**config.mk**
```make
export PLATFORM = sky130hd
export DESIGN_NAME = pc_redirect_unit
export DESIGN_NICKNAME = d
export VERILOG_FILES = /design/src/rtl/pc_ctrl_pkg.sv /design/src/rtl/pc_ras.sv /design/src/rtl/pc_redirect_unit.sv
export SDC_FILE = /design/constraint.sdc
export NUM_CORES = 1
export LEC_CHECK = 0
export CAP_MARGIN = 40
export CELL_PAD_IN_SITES_DETAIL_PLACEMENT = 1
export CELL_PAD_IN_SITES_GLOBAL_PLACEMENT = 1
export CORE_ASPECT_RATIO = 0.7
export CORE_MARGIN = 3
export CORE_UTILIZATION = 30
export CTS_BUF_LIST = sky130_fd_sc_hd__clkbuf_8
export DETAILED_ROUTE_END_ITERATION = 12
export PLACE_DENSITY_LB_ADDON = 0.1
export REMOVE_ABC_BUFFERS = 1
export SYNTH_ARGS = -nofsm -noshare
export SYNTH_HDL_FRONTEND = slang
export SYNTH_SLANG_ARGS = --single-unit
```
**constraint.sdc**
```tcl
create_clock -name clk -period 6.7 [get_ports clk]
set_clock_uncertainty 0.15 [all_clocks]
set_input_delay 1.34 -clock clk [delete_from_list [all_inputs] [get_ports clk]]
set_output_delay 1.34 -clock clk [all_outputs]
set_load 0.005 [all_outputs]
```
**src/rtl/pc_ctrl_pkg.sv**
```systemverilog
// Branch-condition encodings, flag bit layout and redirect classes shared by
// the PC redirect path.
package pc_ctrl_pkg;

    typedef enum logic [2:0] {
        COND_EQ  = 3'b000,
        COND_NE  = 3'b001,
        COND_LT  = 3'b010,
        COND_GE  = 3'b011,
        COND_LE  = 3'b100,
        COND_GT  = 3'b101,
        COND_AL0 = 3'b110,
        COND_AL1 = 3'b111
    } br_cond_e;

    // flags bus is {Z, V, N}
    localparam int FLAG_Z = 2;
    localparam int FLAG_V = 1;
    localparam int FLAG_N = 0;

    typedef enum logic [2:0] {
        RD_NONE   = 3'd0,
        RD_BRANCH = 3'd1,
        RD_CALL   = 3'd2,
        RD_RET    = 3'd3,
        RD_JREG   = 3'd4
    } redir_e;

    function automatic logic cond_taken(input br_cond_e cond, input logic [2:0] flags);
        logic z;
        logic lt;
        logic taken;
        z  = flags[FLAG_Z];
        lt = flags[FLAG_N] ^ flags[FLAG_V];
        case (cond)
            COND_EQ: taken = z;
            COND_NE: taken = !z;
            COND_LT: taken = lt;
            COND_GE: taken = !lt;
            COND_LE: taken = z | lt;
            COND_GT: taken = !z & !lt;
            default: taken = 1'b1;
        endcase
        return taken;
    endfunction

endpackage

```
**src/rtl/pc_ras.sv**
```systemverilog
// Circular return-address stack; a push when full overwrites the oldest entry.
module pc_ras
    import pc_ctrl_pkg::*;
#(
    parameter int ADDR_W = 32,
    parameter int DEPTH  = 8
) (
    input  logic                       clk,
    input  logic                       rst,
    input  logic                       push,
    input  logic                       pop,
    input  logic [ADDR_W-1:0]          push_data,
    output logic [ADDR_W-1:0]          top,
    output logic [$clog2(DEPTH):0]     count,
    output logic                       empty,
    output logic                       full
);

    localparam int PTR_W = $clog2(DEPTH);
    localparam int CNT_W = PTR_W + 1;

    logic [ADDR_W-1:0] mem_q [DEPTH];
    logic [PTR_W-1:0]  wp_q, wp_d;
    logic [PTR_W-1:0]  top_idx;
    logic [CNT_W-1:0]  cnt_q, cnt_d;
    logic              empty_q, empty_d;
    logic              full_q, full_d;

    // wp_q always points at the next free slot; the top lives just below it.
    always_comb begin
        wp_d    = wp_q;
        cnt_d   = cnt_q;
        top_idx = wp_q - PTR_W'(1);
        if (push) begin
            wp_d = wp_q + PTR_W'(1);
            if (cnt_q != CNT_W'(DEPTH)) begin
                cnt_d = cnt_q + CNT_W'(1);
            end
        end else if (pop && (cnt_q != '0)) begin
            wp_d  = wp_q - PTR_W'(1);
            cnt_d = cnt_q - CNT_W'(1);
        end
        empty_d = (cnt_d == '0);
        full_d  = (cnt_d == CNT_W'(DEPTH));
    end

    always_ff @(posedge clk) begin
        if (rst) begin
            wp_q    <= '0;
            cnt_q   <= '0;
            empty_q <= 1'b1;
            full_q  <= 1'b0;
        end else begin
            wp_q    <= wp_d;
            cnt_q   <= cnt_d;
            empty_q <= empty_d;
            full_q  <= full_d;
        end
    end

    always_ff @(posedge clk) begin
        if (push) begin
            mem_q[wp_q] <= push_data;
        end
    end

    assign top   = mem_q[top_idx];
    assign count = cnt_q;
    assign empty = empty_q;
    assign full  = full_q;

endmodule

```
**src/rtl/pc_redirect_unit.sv**
```systemverilog
// Zero-latency PC redirect arbiter: branch > call > ret > jreg, with a return
// address stack, post-branch blanking and registered hazard-clear pulses.
module pc_redirect_unit
    import pc_ctrl_pkg::*;
#(
    parameter int ADDR_W    = 32,
    parameter int IMM_W     = 26,
    parameter int RAS_DEPTH = 8,
    parameter int BR_BLANK  = 2
) (
    input  logic              clk,
    input  logic              rst,
    input  logic              branch,
    input  logic [2:0]        branch_cond,
    input  logic [ADDR_W-1:0] alu_result,
    input  logic [2:0]        flags,
    input  logic              call,
    input  logic              ret,
    input  logic              jreg,
    input  logic              data_hazard,
    input  logic [IMM_W-1:0]  j_type_imm,
    input  logic [ADDR_W-1:0] pc_in,
    input  logic [ADDR_W-1:0] reg_1_data,
    input  logic [ADDR_W-1:0] ret_addr,
    input  logic [ADDR_W-1:0] stack_pc,
    output logic [ADDR_W-1:0] pc_update,
    output logic              pc_src,
    output logic              clr_branch_hazard_ff,
    output logic              clr_call_hazard_ff,
    output logic              clr_ret_hazard_ff,
    output logic              clr_jreg_hazard_ff,
    output logic              ras_empty,
    output logic              ras_full,
    output logic              ras_miss
);

    localparam int BLANK_W = $clog2(BR_BLANK + 1);
    localparam int CNT_W   = $clog2(RAS_DEPTH) + 1;

    redir_e             winner;
    logic               br_acc, call_acc, ret_acc, jreg_acc;
    logic               ras_hit;
    logic [ADDR_W-1:0]  ras_top;
    logic [CNT_W-1:0]   ras_count;

    logic [BLANK_W-1:0] blank_q, blank_d;
    logic               ret_hold_q, ret_hold_d;
    logic               clr_branch_q, clr_branch_d;
    logic               clr_call_q, clr_call_d;
    logic               clr_ret_q, clr_ret_d;
    logic               clr_jreg_q, clr_jreg_d;

    logic               unused_pc_lo;
    assign unused_pc_lo = ^pc_in[IMM_W-1:0];

    // Each class qualifies only if every higher-priority class lost, so at
    // most one acc is ever high and reset masks them all.
    always_comb begin
        br_acc   = !rst && branch && (blank_q == '0);
        call_acc = !rst && call && !data_hazard && !br_acc;
        ret_acc  = !rst && ret && !data_hazard && !br_acc && !call_acc && !ret_hold_q;
        jreg_acc = !rst && jreg && !data_hazard && !br_acc && !call_acc && !ret_acc;

        winner = RD_NONE;
        if (br_acc) begin
            winner = RD_BRANCH;
        end else if (call_acc) begin
            winner = RD_CALL;
        end else if (ret_acc) begin
            winner = RD_RET;
        end else if (jreg_acc) begin
            winner = RD_JREG;
        end

        ras_hit = (ras_count != '0);
    end

    always_comb begin
        pc_update = '0;
        pc_src    = 1'b0;
        ras_miss  = 1'b0;
        case (winner)
            RD_BRANCH: begin
                pc_update = alu_result;
                pc_src    = cond_taken(br_cond_e'(branch_cond), flags);
            end
            RD_CALL: begin
                pc_update = {pc_in[ADDR_W-1:IMM_W], j_type_imm};
                pc_src    = 1'b1;
            end
            RD_RET: begin
                pc_update = ras_hit ? ras_top : stack_pc;
                pc_src    = 1'b1;
                ras_miss  = !ras_hit;
            end
            RD_JREG: begin
                pc_update = reg_1_data;
                pc_src    = 1'b1;
            end
            default: begin
                pc_update = '0;
                pc_src    = 1'b0;
            end
        endcase
    end

    // Holding ret high keeps it blocked until the request drops.
    always_comb begin
        blank_d = blank_q;
        if (br_acc) begin
            blank_d = BLANK_W'(BR_BLANK);
        end else if (blank_q != '0) begin
            blank_d = blank_q - BLANK_W'(1);
        end
        ret_hold_d   = ret_acc || (ret_hold_q && ret);
        clr_branch_d = br_acc;
        clr_call_d   = call_acc;
        clr_ret_d    = ret_acc;
        clr_jreg_d   = jreg_acc;
    end

    always_ff @(posedge clk) begin
        if (rst) begin
            blank_q      <= '0;
            ret_hold_q   <= 1'b0;
            clr_branch_q <= 1'b0;
            clr_call_q   <= 1'b0;
            clr_ret_q    <= 1'b0;
            clr_jreg_q   <= 1'b0;
        end else begin
            blank_q      <= blank_d;
            ret_hold_q   <= ret_hold_d;
            clr_branch_q <= clr_branch_d;
            clr_call_q   <= clr_call_d;
            clr_ret_q    <= clr_ret_d;
            clr_jreg_q   <= clr_jreg_d;
        end
    end

    pc_ras #(
        .ADDR_W (ADDR_W),
        .DEPTH  (RAS_DEPTH)
    ) u_ras (
        .clk       (clk),
        .rst       (rst),
        .push      (call_acc),
        .pop       (ret_acc && ras_hit),
        .push_data (ret_addr),
        .top       (ras_top),
        .count     (ras_count),
        .empty     (ras_empty),
        .full      (ras_full)
    );

    assign clr_branch_hazard_ff = clr_branch_q;
    assign clr_call_hazard_ff   = clr_call_q;
    assign clr_ret_hazard_ff    = clr_ret_q;
    assign clr_jreg_hazard_ff   = clr_jreg_q;

endmodule

```
* Yosys cells after proc, flatten, opt, wreduce, memory -nomap -nowiden *
Memory sizes are Yosys's and may differ from the RTL's.
Index checks and enable logic that the tools add are counted.

word-level totals
  register bits = 16
  latch bits = 0
  RAM bits = 256
  ROM bits = 0
  input bits = 199
  output and inout port bits = 40
  memories = 1

memory list
  memory       depth  width  rd ports  clocked after Yosys merged registers in  write ports  RTL line      text
  u_ras.mem_q  8      32     1         0                                        1            pc_ras.sv:22  logic [ADDR_W-1:0] mem_q [DEPTH];

operators by class
  add/sub/neg operators = 5
  multiply operators = 0
  div/mod/pow operators = 0
  magnitude comparators = 0
  equal/unequal tests = 11
  shift operators = 0
  muxes and demuxes = 18
  bitwise gates (word level) = 3
  reductions and logical operators = 37

operator list
  kind                 number
  $pmux 32 s4          1
  $mux 32              1
  $logic_and 1x1->1    18
  $mux 3               6
  $eq 3x2->1 const B   4
  $mux 4               3
  $eq 3x3->1 const B   3
  $logic_not 1->1      9
  $eq 3x1->1 const B   2
  $pmux 1 s6           1
  $reduce_bool 2->1    3
  $add 4x1->4 const B  1
  $eq 4x4->1 const B   1
  $logic_not 4->1      1
  $mux 2               2
  $ne 4x4->1 const B   1
  $reduce_bool 4->1    1
  $sub 4x1->4 const B  1
  $add 3x1->3 const B  1
  $logic_not 3->1      1
  $mux 1               3
  $reduce_or 3->1      1
  $sub 3x1->3 const B  1
  $logic_not 2->1      1
  other kinds (7)      7

* Depth between registers and ports, before layout *
Gate-level depths: netlist of run 1.

  depth after elaboration = 17
  gate-level depth with buffers = 11
  mapped depth without buffers = 8

* Modules after synthesis *
Synthesis of run 1 repeated with hierarchy kept, for this count alone.

unflattened totals
  cell total of the unflattened synthesis = 637
  area total of the unflattened synthesis = 11464.7 um2

by module, submodules not included
  module            times used  cells each  area each (um2)  seq. area each (um2)
  pc_ras            1           447         10182.3          7867.5
  pc_redirect_unit  1           190         1282.5           140.1

* Least setup slack after synthesis of run 1 *
OpenSTA, ideal clock, no wires.

  path kind = input-to-reg
  start point = in branch
  end point = mem u_ras.mem_q[0][0], enable pin
  library setup time = 0.502 ns
  data arrival time = 4.977 ns
  data required time = 6.048 ns
  slack = 1.071 ns
  cell stages on the path = 4
  buffers on the path = 0
  path through = nor3b_4 nor3_4 nand2_4 nor4_1

between the ends
  word-level cells in the longest chain between the ends = 6

ends and longest elaborated chain
  what                            RTL line                text
  start: declaration              pc_redirect_unit.sv:13  input logic branch,
  $logic_and 1x1->1 (2 in a row)  pc_redirect_unit.sv:59  br_acc = !rst && branch && (blank_q == '0);
  $logic_not 1->1                 pc_redirect_unit.sv:60  call_acc = !rst && call && !data_hazard && !br_acc;
  $logic_and 1x1->1               pc_redirect_unit.sv:60
  $mux 1                          pc_ras.sv:62            if (push) begin
  $mux 1 (not written as such)    pc_ras.sv:63            mem_q[wp_q] <= push_data;
  end: declaration                pc_ras.sv:22

Every way passes these cells.

* Worst setup path in the final report of run 1 *
  start point = in branch
  end point = out pc_update[29]

between the ends
  word-level cells in the longest chain between the ends = 15
  elaborated cells between the ends (all ways) = 21
  classes of those cells = eq/ne (4); mux (5); reduce/logical (12)

ends and longest elaborated chain
  what                                RTL line                                                                text
  $logic_and 1x1->1 * (2 in a row)    pc_redirect_unit.sv:59
  $logic_not 1->1                     pc_redirect_unit.sv:60, pc_redirect_unit.sv:61, pc_redirect_unit.sv:62
  $logic_and 1x1->1                   pc_redirect_unit.sv:60
  $logic_not 1->1                     pc_redirect_unit.sv:61, pc_redirect_unit.sv:62
  $logic_and 1x1->1 (2 in a row)      pc_redirect_unit.sv:61                                                  ret_acc = !rst && ret && !data_hazard && !br_acc && !call_acc && !ret_hold_q;
  $logic_not 1->1                     pc_redirect_unit.sv:62                                                  jreg_acc = !rst && jreg && !data_hazard && !br_acc && !call_acc && !ret_acc;
  $logic_and 1x1->1                   pc_redirect_unit.sv:62
  $mux 3                              pc_redirect_unit.sv:71                                                  end else if (jreg_acc) begin
  $mux 3                              pc_redirect_unit.sv:69                                                  end else if (ret_acc) begin
  $mux 3                              pc_redirect_unit.sv:67                                                  end else if (call_acc) begin
  $mux 3 *                            pc_redirect_unit.sv:65                                                  if (br_acc) begin
  $eq 3x3->1 (tied with other cells)  pc_redirect_unit.sv:82                                                  case (winner)
  $pmux 32 s4 *                       pc_redirect_unit.sv:82
  end: declaration                    pc_redirect_unit.sv:26                                                  output logic [ADDR_W-1:0] pc_update,

Every way passes the cells marked *; elsewhere a longest branch is shown, timed or not.

==> results of run 1 <==
## placed cells by master (no fill, tap or decap), drive strengths merged, types with 16 or more instances in the layout
| cell | n |
|---|---|
| a21oi | 73 |
| a221oi | 31 |
| and3 | 33 |
| buf | 32 |
| clkbuf | 49 |
| clkdlybuf4s50 | 211 |
| dfxtp | 16 |
| edfxtp | 256 |
| inv | 28 |
| mux4 | 64 |
| nand2 | 75 |
| o21ai | 38 |
## cells in the mapped netlist, drive strengths merged, types with 2 or more instances
cell type  count
edfxtp       256
nand2         75
a21oi         73
mux4          64
o21ai         38
and3          33
a221oi        31
buf           26
clkbuf        22
dfxtp         16
nor2          14
nor3          12
inv            8
ha             4
nor3b          4
xnor2          4
a31oi          3
nor4           3
xor2           3
nor4b          2
## cells by family (layout without fill, tap and decap cells)
| group | after synthesis | in the layout | share of synthesized area, % |
|---|---|---|---|
| buffers and inverters | 56 | 331 | 2.59 |
| AOI/OAI and AO/OA | 153 | 153 | 9.35 |
| adders and majority gates | 4 | 4 | 0.425 |
| DFF | 272 | 272 | 68.1 |
| xor gates and xnor gates | 7 | 7 | 0.521 |
| muxes | 66 | 66 | 12.4 |
| and+or+nand+nor | 151 | 151 | 6.62 |
## worst reg2reg max path, delay by kind of cell, from the launching register on
| kind | cells | cell delay, ns |
|---|---|---|
| AND/OR/NAND/NOR | 2 | 0.85 |
| buffers and inverters | 3 | 1.91 |
| flip-flops | 1 | 0.34 |
## registers in the layout (all words and copies together) (netlist names)
| name | flops |
|---|---|
| blank_q | 2 |
| clr_branch_hazard_ff | 1 |
| clr_call_hazard_ff | 1 |
| clr_jreg_hazard_ff | 1 |
| clr_ret_hazard_ff | 1 |
| ret_hold_q | 1 |
| u_ras.count | 4 |
| u_ras.empty | 1 |
| u_ras.full | 1 |
| u_ras.mem_q | 256 |
| u_ras.wp_q | 3 |
## metal layers
layer	up-vias	track usage (%)
li1	3344	-
met1	3783	24.1
met2	163	25.9
met3	49	3.30
met4	4	4.49
met5	-	0
## cell type report
class | count | area [sq um] | area share [%]
sequential | 272 | 8010 | 52.0
inverter | 8 | 32.5 | 0.211
clock buffer | 49 | 674 | 4.37
tap | 527 | 659 | 4.28
multi-input combinational | 381 | 3550 | 23.0
clock inverter | 31 | 131 | 0.852
timing repair buffer | 243 | 2360 | 15.3
## how the worst max path moves through the flow
stage / slack [ns] / endpoint / startpoint
floorplan: -0.51 / pc_update[0] / u_ras.wp_q[0]
global placement: 1.04 / pc_update[29] / branch
detailed placement: 1.03 / pc_update[29] / branch
CTS: 1.03 / pc_update[29] / branch
global route: 0.95 / pc_update[29] / branch
finish: 1.11 / pc_update[29] / branch
## power groups by stage
| stage | sequential, mW | combinational [mW] | clock, mW |
|---|---|---|---|
| 6_report | 1.87 | 0.394 | 1.32 |
| 5_1_grt | 1.87 | 0.430 | 1.45 |
| 4_1_cts | 1.87 | 0.403 | 1.37 |
| 3_5_place_dp | 1.91 | 0.401 | 0 |
| 3_3_place_gp | 1.91 | 0.397 | 0 |
| 2_1_floorplan | 1.92 | 0.156 | 0 |
==> run_results.csv, run 1 <==
group,metric,value,unit
critical_path,arrival,4.10,ns
cts,cts_tree,"done",
synthesis,postSynthCellCount,709,
power_and_ir_drop,p_clk_share,36.9,%
cts,cts_buffers,43,
critical_path,r2r_slack,3.07,ns
critical_path,critPathCaptureType,"primary output",
die,rows,60,
die,dieHeight,172,um
cells_and_area,utilization,40.0,%
drt,route.met3.wl,1780,um
hold_path,hold-path-endpoint,"ret_hold_q",
cells_and_area,fill_cells,3932,
critical_path,crit_path_start_kind,"primary input",
sta,slew_headroom,48.1,%
synthesis,synth_seq_cells,272,
cells_and_area,area_growth,31.1,%
cts,cts_buffer_depth,3,
power_and_ir_drop,leakage,5.05,nW
critical_path,rr_worst_depth,5,
critical_path,crit_path_max_fanout,20,
critical_path,cp_slowest_cell,"and3_2",
sta,hold_viol_final,0,
synthesis,yosysWarnings,0,
global_routing,grt_overflow_total,0,
cts,ctsHoldBuffers,0,
cells_and_area,final_cells,1511,
die,placeableCoreArea,0.0386,sq mm
critical_path,path_buf_inv,3,
drt,drc,0,
critical_path,rr_startpoint,"u_ras.wp_q[0]",
critical_path,cp_common_cell,"clkdlybuf4s50_1",
global_routing,grt_pass1_wl,51500,um
place,place_ws,1.03,ns
synthesis,yosysTopAreaCellShare,65.3,%
synthesis,synth.cell_area,0.0118,sq mm
cells_and_area,stdcell_area,0.0154,sq mm
critical_path,cp.required,5.21,ns
cts,cts_setup_buffers,0,
synthesis,synth_top_area_cell,"edfxtp_1",
synthesis,synthDistinctLibCells,51,
place,port-buffer-count,212,
cells_and_area,drive_above_1_share,20.7,%
die,die_w,243,um
drt,wl_per_cell,23.1,um
place,hpwl,21600,um
sta,max_freq,0.179,GHz
power_and_ir_drop,switching_share,23.6,%
place,gp_congestion,0.734,
drt,wl_met1,16800,um
cells_and_area,final_nets,1152,
synthesis,synthArstFlopShare,0,%
power_and_ir_drop,comb_power_share,11.0,%
power_and_ir_drop,power_density,233,mW/mm^2
die,ios,239,
run,maxCapViolations,0,
drt,viasPerCell,4.86,
sta,fin_setup_tns,0,ns
die,die_area,0.0417,sq mm
critical_path,slowest_delay,0.61,ns
synthesis,synth_edf_count,256,
drt,dr.pass1.iters,6,
drt,num_vias,7343,
drt,antenna_left,0,
sta,finalMaxSlewViolations,0,
drt,highest_layer,"met5",
sta,period_needed,5.59,ns
drt,wl,34900,um
global_routing,grt_pass1_vias,7828,
sta,tightestPinTransition,0.778,ns
sta,finalSetupViolations,0,
power_and_ir_drop,power.internal,2.75,mW
cells_and_area,num_antenna_cells,0,
sta,setup_ws,1.11,ns
power_and_ir_drop,p_seq_share,52.1,%
die,start_util,30.5,%
sta,hold-worst-slack,0.367,ns
sta,grt_setup_unrepaired,"false",
sta,fin_crit_sh,83.4,%
critical_path,r2r-end,"u_ras.mem_q[3][10]",
synthesis,synth_ff_type,"edfxtp_1",
synthesis,yosysSeqAreaShare,68.1,%
cts,cts_resized,0,
cts,cts-root-buf,"clkbuf_8",
drt,met2_length,15800,um
critical_path,path_class,"primary input to primary output",
hold_path,worst_hold_path_type,"flip-flop to flip-flop",
hold_path,holdPathStages,2,
synthesis,ys_top_cells_by_area,"edfxtp_1 65%, mux4_2 12%, a221oi_2 3.7%, a21oi_1 3.1%, dfxtp_1 2.7%",
place,placed_area,0.0146,sq mm
place,place_inst,1431,
synthesis,syn_area_per_cell,16.6,sq um
global_routing,grt_use_total,16.7,%
critical_path,worstPathCellList,"clkdlybuf4s50_1 > nor3b_4 > nor3_4 > and3_2 > buf_12 > a221oi_2 > o21ai_1 > clkdlybuf4s50_1",
run_status,status,"completed",
power_and_ir_drop,ir_worst_vdd,91.2,uV
hold_path,hp-start,"ret_hold_q",
critical_path,cp.depth,8,
cts,insertion_delay,0.57,ns
drt,drt_iter0_drc,432,
cts,clkTransAtPathRegs,0.06,ns
cts,cts_sinks,272,
global_routing,grt_antenna_before_repair,2,
power_and_ir_drop,switchingPower,0.847,mW
critical_path,path_delay_family,"buffers and inverters",
global_routing,grt_max_degree,47,
power_and_ir_drop,p_total,3.59,mW
cts,htreeDepth,2,
Note: power is estimated with default switching activity, not from simulation.
==> inputs of run 2 (changes only) <==
- clock period: 6.7 -> 5.6 ns (I/O delays scaled with it)
==> run_results.csv, run 2 (synthesis results as in run 1) <==
group,metric,value,unit
global_routing,grt_pass1_vias,7926,
run_status,status,"completed",
drt,dr.pass1.iters,4,
cts,cts-root-buf,"clkbuf_8",
sta,fin_crit_sh,91.1,%
global_routing,grt_antenna_before_repair,2,
die,die_area,0.0417,sq mm
cells_and_area,fill_cells,3942,
global_routing,grt_overflow_total,0,
drt,met2_length,15300,um
sta,finalMaxSlewViolations,0,
global_routing,grt_use_total,16.4,%
drt,viasPerCell,4.88,
cells_and_area,final_common_cell,"edfxtp_1",
power_and_ir_drop,ir_worst_vdd,130,uV
die,start_util,30.5,%
critical_path,critPathCaptureType,"primary output",
place,port-buffer-count,212,
power_and_ir_drop,switchingPower,0.988,mW
cts,cts_sinks,272,
cts,cts_tree,"done",
cells_and_area,final_cells,1514,
die,rows,60,
drt,num_vias,7384,
drt,antenna_left,0,
cts,cts_setup_buffers,0,
critical_path,crit_path_max_fanout,35,
sta,max_freq,0.196,GHz
sta,period_needed,5.10,ns
sta,setup_ws,0.497,ns
run,maxCapViolations,0,
cts,cts_buffers,44,
die,placeableCoreArea,0.0386,sq mm
place,place_ws,0.612,ns
cells_and_area,final_nets,1156,
die,die_w,243,um
drt,wl_met1,17000,um
hold_path,hold-path-endpoint,"ret_hold_q",
global_routing,grt_pass1_wl,51000,um
hold_path,worst_hold_path_type,"flip-flop to flip-flop",
drt,wl,34300,um
cts,ctsHoldBuffers,0,
critical_path,cp.required,4.33,ns
power_and_ir_drop,power_density,274,mW/mm^2
critical_path,path_class,"flip-flop to primary output",
cells_and_area,drive_above_1_share,20.5,%
drt,route.met3.wl,1380,um
global_routing,grt_max_degree,47,
cts,cts_buffer_depth,3,
power_and_ir_drop,p_clk_share,36.0,%
cts,htreeDepth,2,
cells_and_area,regMostFlops,"u_ras.mem_q",
critical_path,arrival,3.83,ns
power_and_ir_drop,power.internal,3.26,mW
drt,highest_layer,"met5",
power_and_ir_drop,comb_power_share,11.1,%
place,gp_congestion,0.757,
die,ios,239,
critical_path,crit_path_start_kind,"flip-flop",
hold_path,hp-start,"ret_hold_q",
cells_and_area,final_cell_mix,"256 x edfxtp_1, 211 x clkdlybuf4s50_1, 73 x a21oi_1",
cells_and_area,largest_reg_flops,256,
hold_path,holdPathStages,2,
power_and_ir_drop,leakage,5.11,nW
critical_path,r2r_slack,2.60,ns
drt,drc,0,
sta,slew_headroom,49.5,%
drt,wl_per_cell,22.6,um
drt,drt_iter0_drc,354,
sta,grt_setup_unrepaired,"false",
place,hpwl,21600,um
cts,clkTransAtPathRegs,0.06,ns
critical_path,r2r-end,"u_ras.mem_q[7][17]",
power_and_ir_drop,p_seq_share,52.9,%
place,place_inst,1434,
sta,hold_viol_final,0,
cts,cts_resized,0,
die,dieHeight,172,um
sta,finalSetupViolations,0,
cells_and_area,area_growth,31.6,%
critical_path,rr_worst_depth,4,
cts,insertion_delay,0.55,ns
power_and_ir_drop,switching_share,23.2,%
sta,tightestPinTransition,0.757,ns
critical_path,rr_startpoint,"u_ras.wp_q[0]",
-- run 2: cell count changes in the layout (fill, tap and decap cells not counted), sizes merged --
cell	change
inv	+7
clkinv	-4
buf	+3
clkbuf	-2
clkinvlp	-2
diode	+1
-- run 2: through the flow --
step	power [mW]	instance area [sq um]	hold slack [ns]	TNS [ns]	util [%]
4_1_cts	4.33	15500	0.368	0	40.1
2_1_floorplan	2.48	11500	0.326	-128.98	-
6_report	4.25	15500	0.365	0	40.1
3_3_place_gp	2.77	14700	0.347	0	38.1
5_1_grt	4.45	15500	0.422	0	40.1
3_5_place_dp	2.77	14700	0.354	0	38.1
-- run 2: worst max-delay path by stage --
stage	startpoint	to	slack (ns)	depth (start not counted)
global route	u_ras.wp_q[0]	pc_update[2]	0.12	9
CTS	u_ras.wp_q[0]	pc_update[29]	0.34	9
finish	u_ras.wp_q[0]	pc_update[2]	0.50	9
floorplan	u_ras.wp_q[0]	u_ras.mem_q[1][0]	-1.43	2
global placement	branch	pc_update[2]	0.61	9
detailed placement	branch	pc_update[2]	0.61	9
-- run 2: layer usage --
metal / track usage, % / up-vias
li1: - / 3350
met1: 23.9 / 3836
met2: 25.7 / 151
met3: 3.12 / 43
met4: 3.45 / 4
met5: 0 / -
-- run 2: area by class of cell --
class                           instances  area [sq um]  share of cell area (%)
Inverter                                8          32.5                   0.210
Clock buffer                           47           647                    4.18
Timing Repair Buffer                  246          2460                    15.9
Multi-Input combinational cell        381          3550                    22.9
Sequential cell                       272          8010                    51.7
Clock inverter                         32           126                   0.816
Tap cell                              527           659                    4.26
Antenna cell                            1          2.50                  0.0162
-- run 2: worst max-delay path: stages, from the launching register on --
cell and delay (ns):
dfxtp_4 0.83, inv_1 0.27, ha_4 0.54, buf_4 0.29, mux4_2 0.32, nand2_1 0.08, a21oi_1 0.10, a221oi_1 0.26
o21ai_1 0.11, clkdlybuf4s50_1 0.47
-- run 2: power by group through the flow --
stage | Combinational, mW | Clock, mW | Sequential [mW]
floorplan | 0.186 | 0 | 2.30
global placement | 0.475 | 0 | 2.29
detailed placement | 0.478 | 0 | 2.29
CTS | 0.480 | 1.60 | 2.25
global route | 0.512 | 1.69 | 2.25
finish | 0.470 | 1.53 | 2.25
==> inputs of run 3 (changes only) <==
- ABC_AREA: not set -> 1
==> run_results.csv, run 3 <==
group,metric,value,unit
power_and_ir_drop,switching_share,25.3,%
power_and_ir_drop,power.internal,3.35,mW
critical_path,cp_common_cell,"clkdlybuf4s50_1",
synthesis,yosysSeqAreaShare,67.0,%
power_and_ir_drop,leakage,5.66,nW
cts,cts_resized,0,
synthesis,synth_top_family_by_area,"simple AND/OR/NAND/NOR gates",
drt,antenna_left,0,
critical_path,path_buf_inv,4,
global_routing,grt_overflow_total,0,
cts,ctsHoldBuffers,0,
synthesis,muxShareOfSynthArea,0,%
die,die_w,245,um
place,gp_congestion,0.711,
power_and_ir_drop,p_clk_share,36.0,%
synthesis,synth_compound_gate_area_share,11.9,%
cells_and_area,num_antenna_cells,0,
synthesis,synth_edf_count,256,
synthesis,synth_ff_type,"edfxtp_1",
synthesis,synth_seq_cells,272,
critical_path,path_class,"primary input to primary output",
drt,drt_iter0_drc,497,
cts,cts_sinks,272,
die,placeableCoreArea,0.0389,sq mm
global_routing,grt_antenna_before_repair,1,
global_routing,use_met1,24.6,%
critical_path,rr_worst_depth,6,
synthesis,ys_top_cells_by_area,"edfxtp_1 64%, nand2_1 9.7%, a21oi_1 5.7%, nand3_1 4.3%, dfxtp_1 2.7%",
cts,cts-root-buf,"clkbuf_8",
global_routing,grt_max_degree,75,
cts,insertion_delay,0.55,ns
cts,cts_buffers,46,
critical_path,cp_slowest_cell,"clkdlybuf4s50_1",
critical_path,crit_path_start_kind,"primary input",
power_and_ir_drop,switchingPower,1.14,mW
run_status,status,"completed",
place,hpwl,22000,um
sta,finalMaxSlewViolations,0,
sta,hold_viol_final,0,
critical_path,r2r_slack,2.44,ns
critical_path,r2r-end,"u_ras.mem_q[3][21]",
global_routing,grt_use_total,17.2,%
die,die_area,0.0423,sq mm
drt,wl_per_cell,19.9,um
cells_and_area,regMostFlops,"u_ras.mem_q",
drt,wl,36900,um
power_and_ir_drop,p_seq_share,50.1,%
synthesis,synth-xor-area-share,0.356,%
drt,viasPerCell,4.83,
sta,finalSetupViolations,0,
sta,tightestPinTransition,0.877,ns
place,placed_area,0.0149,sq mm
critical_path,arrival,3.73,ns
hold_path,hp-start,"blank_q[0]",
cts,cts_buffer_depth,3,
critical_path,worstPathCellList,"clkdlybuf4s50_1 > inv_6 > nand2_4 > nor2_8 > nand3_4 > nor2_4 > buf_12 > nand2_1 > nand3_1 > clkdlybuf4s50_1",
drt,dr.pass1.iters,5,
synthesis,synthDistinctLibCells,38,
hold_path,hold-path-endpoint,"blank_q[0]",
sta,slew_headroom,41.5,%
synthesis,synth_top_area_cell,"edfxtp_1",
die,ios,239,
hold_path,holdPathStages,1,
synthesis,synth.most_common_cell,"nand2_1",
place,place_inst,1768,
cts,cts_setup_buffers,0,
cells_and_area,drive_above_1_share,10.8,%
cells_and_area,final_cells,1852,
die,start_util,30.7,%
synthesis,yosysWarnings,0,
cells_and_area,final_nets,1492,
cts,clkTransAtPathRegs,0.06,ns
drt,drc,0,
drt,num_vias,8943,
synthesis,yosysTopAreaCellShare,64.3,%
cells_and_area,stdcell_area,0.0157,sq mm
die,dieHeight,173,um
global_routing,grt_util_met3,3.47,%
cts,cts_tree,"done",
critical_path,rr_startpoint,"u_ras.wp_q[0]",
sta,fin_crit_sh,89.3,%
cells_and_area,fill_cells,4315,
place,place_ws,0.505,ns
global_routing,grt_pass1_wl,56200,um
hold_path,worst_hold_path_type,"flip-flop to flip-flop",
synthesis,postSynthCellCount,1064,
sta,hold-worst-slack,0.329,ns
sta,max_freq,0.200,GHz
die,rows,60,
power_and_ir_drop,ir_worst_vdd,127,uV
synthesis,yosys-top-cells-count,"309 x nand2_1, 256 x edfxtp_1, 135 x a21oi_1, 102 x nand3_1, 34 x o21ai_0",
power_and_ir_drop,power_density,286,mW/mm^2
critical_path,crit_path_max_fanout,13,
run,maxCapViolations,0,
global_routing,top_usage_layer,"met2",
critical_path,cp.required,4.33,ns
critical_path,path_delay_family,"buffers and inverters",
power_and_ir_drop,comb_power_share,13.9,%
sta,fin_setup_tns,0,ns
synthesis,syn_area_per_cell,11.2,sq um
critical_path,crit_start,"rst",
place,port-buffer-count,212,
synthesis,synthArstFlopShare,0,%
sta,period_needed,5.00,ns
cells_and_area,area_growth,31.5,%
cts,htreeDepth,2,
synthesis,synth.cell_area,0.0119,sq mm
cells_and_area,largest_reg_flops,256,
synthesis,synth_adder_area_share,0.419,%
global_routing,globalRouteMet2Util,27.1,%
critical_path,critPathCaptureType,"primary output",
cells_and_area,final_cell_mix,"309 x nand2_1, 256 x edfxtp_1, 212 x clkdlybuf4s50_1",
sta,setup_ws,0.597,ns
synthesis,synth_simple_gate_area_share,16.7,%
critical_path,slowest_delay,0.67,ns
cells_and_area,final_common_cell,"nand2_1",
global_routing,grt_pass1_vias,9291,
sta,grt_setup_unrepaired,"false",
==> run 3: cell count changes after synthesis, moves of 30 or more <==
cell     previous run  this run
and3_1             33         0
a22o_1              1        31
a21oi_1            73       135
nand2_1            72       309
nand3_1             1       102
mux4_2             64         0
o21ai_0             3        34
==> run 3: area by class of cell <==
| class | instances | area (sq um) | area share (%) |
|---|---|---|---|
| clock buffer | 47 | 647 | 4.12 |
| clock inverter | 37 | 175 | 1.11 |
| inverter | 23 | 98.8 | 0.629 |
| multi-input combinational | 704 | 3580 | 22.8 |
| sequential | 272 | 8010 | 51.0 |
| tap | 527 | 659 | 4.20 |
| timing repair buffer | 242 | 2540 | 16.1 |
==> run 3: worst max-delay path by stage <==
stage,cells after the start,endpoint
6_report,10,pc_update[30]
5_1_grt,10,pc_update[9]
4_1_cts,10,pc_update[9]
3_5_place_dp,10,pc_update[9]
3_3_place_gp,10,pc_update[9]
2_1_floorplan,8,pc_update[9]
==> run 3: worst register-to-register path, delay by kind of cell, from the launching register on <==
kind | cells | cell delay, ns
DFF | 1 | 0.35
buffers and inverters | 4 | 1.37
and+or+nand+nor | 2 | 0.99
==> run 3: power by group through the flow <==
| stage | clock, mW | combinational, mW | sequential (mW) |
|---|---|---|---|
| final | 1.62 | 0.625 | 2.25 |
| after global routing | 1.78 | 0.693 | 2.25 |
| after CTS | 1.68 | 0.638 | 2.25 |
| after detailed placement | 0 | 0.635 | 2.29 |
| after global placement | 0 | 0.616 | 2.29 |
| after floorplan | 0 | 0.267 | 2.30 |
==> run 3: stage by stage <==
stage          util (%)  total power [mW]
2_1_floorplan         -              2.57
3_3_place_gp       38.1              2.91
3_5_place_dp       38.3              2.93
4_1_cts            40.4              4.57
5_1_grt            40.4              4.72
6_report           40.4              4.49
==> run 3: kinds of logic after synthesis <==
group | after synthesis
buf+inv | 88
flops | 272
simple gates | 456
xor+xnor | 4
compound gates | 240
fa+ha+maj | 4
==> run 3: routing by layer <==
metal / share of wire (%) / wire, um
met5: 0.046 / 17
met4: 1.5 / 546
met3: 4.5 / 1660
met2: 45 / 16800
met1: 48 / 17900
